[config.mk]
export PLATFORM = sky130hd
export DESIGN_NAME = pal_cfg_streamer
export DESIGN_NICKNAME = d
export VERILOG_FILES = /design/src/rtl/pal_cfg_streamer.sv
export SDC_FILE = /design/constraint.sdc
export NUM_CORES = 1
export LEC_CHECK = 0
export CAP_MARGIN = 5
export CORE_MARGIN = 2
export CORE_UTILIZATION = 51
export CTS_CLUSTER_DIAMETER = 50
export DETAILED_ROUTE_END_ITERATION = 10
export PLACE_DENSITY = 0.74
export SLEW_MARGIN = 20
export SYNTH_ARGS = -nofsm -noshare
export SYNTH_HDL_FRONTEND = slang
export SYNTH_SLANG_ARGS = --single-unit
[constraint.sdc]
create_clock -name clk -period 2.1 [get_ports clk]
set_clock_uncertainty 0.2 [all_clocks]
set_input_delay 0.42 -clock clk [delete_from_list [all_inputs] [get_ports clk]]
set_output_delay 0.42 -clock clk [all_outputs]
set_load 0.01 [all_outputs]
[src/rtl/pal_cfg_streamer.sv]
// pal_cfg_streamer: serialise config bytes MSB-first onto the PAL cfg_clk/cfg_bit/cfg_en pins
//   clk, rst            : clock, synchronous active-high reset
//   start, abort        : begin a load (IDLE only) / return to IDLE immediately
//   s_data/s_valid/s_ready : config byte stream
//   busy, done          : load in progress / 1-cycle completion pulse
//   cfg_clk, cfg_bit, cfg_en : PAL serial config pins
module pal_cfg_streamer #(
  parameter int CFG_BITS = 242,
  parameter int CLK_DIV  = 4
) (
  input  logic       clk,
  input  logic       rst,
  input  logic       start,
  input  logic       abort,
  input  logic [7:0] s_data,
  input  logic       s_valid,
  output logic       s_ready,
  output logic       busy,
  output logic       done,
  output logic       cfg_clk,
  output logic       cfg_bit,
  output logic       cfg_en
);
  localparam int BYTES = (CFG_BITS + 7) / 8;
  localparam int BW = $clog2(CFG_BITS + 1);
  localparam int DW = $clog2(CLK_DIV + 1);
  localparam int OW = $clog2(BYTES + 1);
  typedef enum logic [1:0] {IDLE, LOAD, SHIFT, APPLY} state_t;
  state_t state, state_n;
  logic [DW-1:0] dcnt, dcnt_n;
  logic [BW-1:0] bcnt, bcnt_n;
  logic [OW-1:0] owed, owed_n;
  logic [6:0] sh, sh_n;
  logic [7:0] hold, hold_n, nb;
  logic hi, hi_n, hold_v, hold_v_n, stall, stall_n, bit_n, en_n, done_n;
  logic hs, nb_v, ph_end, last, byte_end;
  assign s_ready = (state == LOAD || state == SHIFT) && !hold_v && owed != '0;
  assign busy = state != IDLE;
  assign cfg_clk = hi;
  assign hs = s_valid & s_ready;
  // next byte may come straight off the stream when the holding reg is empty
  assign nb_v = hold_v | hs;
  assign nb = hold_v ? hold : s_data;
  assign ph_end = int'(dcnt) == CLK_DIV - 1;
  assign last = int'(bcnt) == CFG_BITS - 1;
  assign byte_end = int'(bcnt) % 8 == 7;
  always_comb begin
    state_n = state;
    dcnt_n = dcnt;
    hi_n = hi;
    bcnt_n = bcnt;
    owed_n = hs ? owed - 1'b1 : owed;
    sh_n = sh;
    hold_n = hold;
    hold_v_n = hold_v;
    stall_n = stall;
    bit_n = cfg_bit;
    en_n = cfg_en;
    done_n = 1'b0;
    case (state)
      IDLE: if (start) begin
        state_n = LOAD;
        en_n = 1'b0;
        owed_n = OW'(BYTES);
        bcnt_n = '0;
        dcnt_n = '0;
        hi_n = 1'b0;
      end
      LOAD: if (hs) begin
        state_n = SHIFT;
        sh_n = s_data[6:0];
        bit_n = s_data[7];
      end
      SHIFT: begin
        if (hs) begin
          hold_n = s_data;
          hold_v_n = 1'b1;
        end
        if (stall) begin
          if (nb_v) begin
            sh_n = nb[6:0];
            bit_n = nb[7];
            hold_v_n = 1'b0;
            stall_n = 1'b0;
          end
        end else if (!ph_end) dcnt_n = dcnt + 1'b1;
        else begin
          dcnt_n = '0;
          hi_n = !hi;
          if (hi) begin
            bcnt_n = bcnt + 1'b1;
            if (last) begin
              state_n = APPLY;
              bit_n = 1'b0;
              en_n = 1'b1;
            end else if (!byte_end) begin
              sh_n = {sh[5:0], 1'b0};
              bit_n = sh[6];
            end else if (nb_v) begin
              sh_n = nb[6:0];
              bit_n = nb[7];
              hold_v_n = 1'b0;
            end else stall_n = 1'b1;
          end
        end
      end
      default: if (!ph_end) dcnt_n = dcnt + 1'b1;
      else begin
        dcnt_n = '0;
        hi_n = !hi;
        if (hi) begin
          state_n = IDLE;
          done_n = 1'b1;
        end
      end
    endcase
    if (abort) begin
      state_n = IDLE;
      dcnt_n = '0;
      hi_n = 1'b0;
      owed_n = '0;
      sh_n = '0;
      hold_n = '0;
      hold_v_n = 1'b0;
      stall_n = 1'b0;
      bit_n = 1'b0;
      en_n = 1'b0;
      done_n = 1'b0;
    end
  end
  always_ff @(posedge clk) begin
    if (rst) begin
      state <= IDLE;
      dcnt <= '0;
      hi <= 1'b0;
      bcnt <= '0;
      owed <= '0;
      sh <= '0;
      hold <= '0;
      hold_v <= 1'b0;
      stall <= 1'b0;
      cfg_bit <= 1'b0;
      cfg_en <= 1'b0;
      done <= 1'b0;
    end else begin
      state <= state_n;
      dcnt <= dcnt_n;
      hi <= hi_n;
      bcnt <= bcnt_n;
      owed <= owed_n;
      sh <= sh_n;
      hold <= hold_n;
      hold_v <= hold_v_n;
      stall <= stall_n;
      cfg_bit <= bit_n;
      cfg_en <= en_n;
      done <= done_n;
    end
  end
endmodule

==> metrics <==
maxcap violations 0; DP Wirelength between 3000 and 4000 µm; antenna cells 0; final wirelength approximately 5300 µm; status finished, final reports clean; Internal Power ~1.2 mW; switch share 0.263; Net Sw Power 0.432 mW; ys flop type dfxtp_1; Slew headroom 0.752; CP Data Required Time 2.06 ns; Max Freq 496 MHz; final setup fails 0; kind of critical path reg -> reg; Die Wd 68.1 µm; final count of hold timing violations 0; H-tree depth 2; WP data arrival 1.98 ns; DRC viols 0; num ports 19; nets about 340; Die H roughly 68 µm; Synth Warn # 0; drt wl/cell 14.2 µm; largest net degree at the start of global routing 16; Lkg Pwr 1.06 nW; Synth area leader dfxtp_1; vias in the first global route roughly 1900; max-slew violations 0; CP max FO 6; slowest CP cell dfxtp_2; overall power 1.64 mW; post-synth top area share 0.372; clk sinks 39; Mapped Avg Cell Area 8.00 µm²; Antenna Violating Nets Remaining 0; initial antenna violation count 0; first-pass GRT wire length roughly 8500 µm; Clock Power Share 0.343; Netlist cell types 45; Clock Latency Late Sink 0.29 ns; core area 0.00397 mm²; Reg clk slew, reported paths about 0.070 ns; crit path cell chain inv_2 -> ha_4 -> nor4b_4 -> buf_4 -> buf_4 -> o41ai_2 -> buf_4 -> nand2b_1 -> a21oi_1 -> a211oi_1; Port Buf Inserts 18; pre-CTS WS -0.162 ns; FP Rows 23; Root Driver clkbuf_8; clk buf depth 2; RSZ-0062 raised after global routing yes; synthesized instance count 262; fraction of registers with async set/reset 0; Final WS setup 0.0855 ns; vias post-DR 2048; layout cells sized above 1 0.297; Crit. End Element flop; IR drop worst, VDD 0.402 mV; post-route minimum period ~2.0 ns; average vias per placed instance around 5.5; Hold Path Class reg -> reg; Synth Register Bits 39; actual slew at the worst max-slew pin 0.369 ns; global router's overall resource usage 0.243; TritonRoute pass-1 iters 4; CP Launch Type flop; hold buffer count at cts 0; sequential element share of the synthesized area 0.372; PD cells 567 mW/mm²; total grt overflow 0; Period Utilization, post-route 0.959; area added between synthesis and finish 38.4%; initial drt markers 116; RePlAce Congestion 0.838; Gate power share 0.189; Initial Util 0.528; Net Count, Synth 283; Cell Area, Synth 0.00210 mm²; most frequent cells in the layout 44 x buf_4, 33 x dfxtp_1, 29 x nor2_1; worst stage delay on the critical path 0.35 ns; Seq pwr share 0.467; cts bufs inserted 5; CTS tree done; most common cell after layout, fill and taps aside buf_4; Post-synth EDFFs 0; die area between 0.004 and 0.005 mm²; Synth area leaders dfxtp_1 37%, a21oi_1 7.6%, nor2_1 5.4%, ha_1 4.8%, nand2_1 4.7%; cell mode on critical path buf_4
-- Yosys cell counts, types with 2 or more instances --
master and count:
clkbuf_1 7, nand2b_1 7, nand3_1 12, xor2_1 2
or2_2 4, o21ai_0 13, nor4_1 4, mux2i_1 4
inv_1 14, nor2b_1 2, xnor2_1 4, nand2_1 26
nor3b_1 3, buf_2 3, nor3_1 14, a211oi_1 8
dfxtp_1 39, ha_1 8, a21oi_1 32, nor2_1 30
or3_1 2
-- power by group through the flow --
| stage | registers [mW] | logic, mW | clock network, mW |
|---|---|---|---|
| after floorplan | 0.782 | 0.149 | 0 |
| after global placement | 0.782 | 0.267 | 0 |
| after detailed placement | 0.782 | 0.271 | 0 |
| after CTS | 0.766 | 0.280 | 0.574 |
| after global routing | 0.769 | 0.340 | 0.600 |
| final | 0.768 | 0.311 | 0.565 |
-- cell families (layout without fill, tap and decap cells) --
kind of cell,Yosys count,in the layout,share of synthesized area
xor+xnor,6,6,0.0251
mux,4,4,0.0191
simple gates,112,112,0.276
compound gates,65,65,0.203
fa+ha+maj,8,8,0.0477
flops,39,39,0.372
buf+inv,28,89,0.0573
-- registers in the layout (all words and copies together) (netlist names) --
name and cells:
bcnt 8, hold 8, sh 7, owed 5, dcnt 3, state 2
cfg_bit 1, cfg_clk 1, cfg_en 1, done 1, hold_v 1, stall 1
-- worst paths after layout --
kind                start     to  slack [ns]  depth (start not counted)
hold / removal      sh[2]  sh[2]        0.25                          2
hold reg to reg     sh[2]  sh[2]        0.25                          2
setup reg to reg  owed[1]  sh[2]        0.09                         10
setup / recovery  owed[1]  sh[2]        0.09                         10
-- per-layer routing --
| layer | track usage | share of wire | vias up | wire [µm] |
|---|---|---|---|---|
| met5 | 0 | 0 | - | 0 |
| li1 | - | - | 1035 | - |
| met1 | 0.336 | 0.49 | 971 | 2580 |
| met3 | 0.0345 | 0.029 | 5 | 155 |
| met4 | 0.0750 | 0.010 | 0 | 53 |
| met2 | 0.390 | 0.47 | 37 | 2510 |
-- worst max-delay path: cells and delay by family (launching register included) --
kind,cells,cell delay [ns]
AO/OA/AOI/OAI,3,0.44
adder cells (fa/ha/maj),1,0.16
buffers and inverters,4,0.55
flip-flops,1,0.35
AND/OR/NAND/NOR,2,0.19
-- layout make-up --
cell class / count / area [µm²]
multi-input cells: 195 / 1330
fillers: 308 / 1070
flip-flops and latches: 39 / 788
repair buffers: 66 / 564
clock buffers: 7 / 96.3
well taps: 50 / 62.6
inverters: 15 / 56.3
clock inverters: 1 / 7.51
-- stage by stage --
stage	hold WS [ns]	cell area (µm²)	cells	TNS (ns)	util
CTS	0.255	2770	371	0	0.697
finish	0.255	2900	373	0	0.731
floorplan	0.232	2100	262	0	-
detailed placement	0.243	2640	363	-1.27	0.665
global route	0.273	2900	373	-0.110	0.731
global placement	0.239	2640	363	-0.625	0.665
-- what timing repair did --
item,CTS,global route
buffers inserted,0,2
gates resized for setup,11,31
endpoints found under the setup margin,9,27
pin swaps,0,10
No activity file was read; power rests on OpenSTA's default activity.
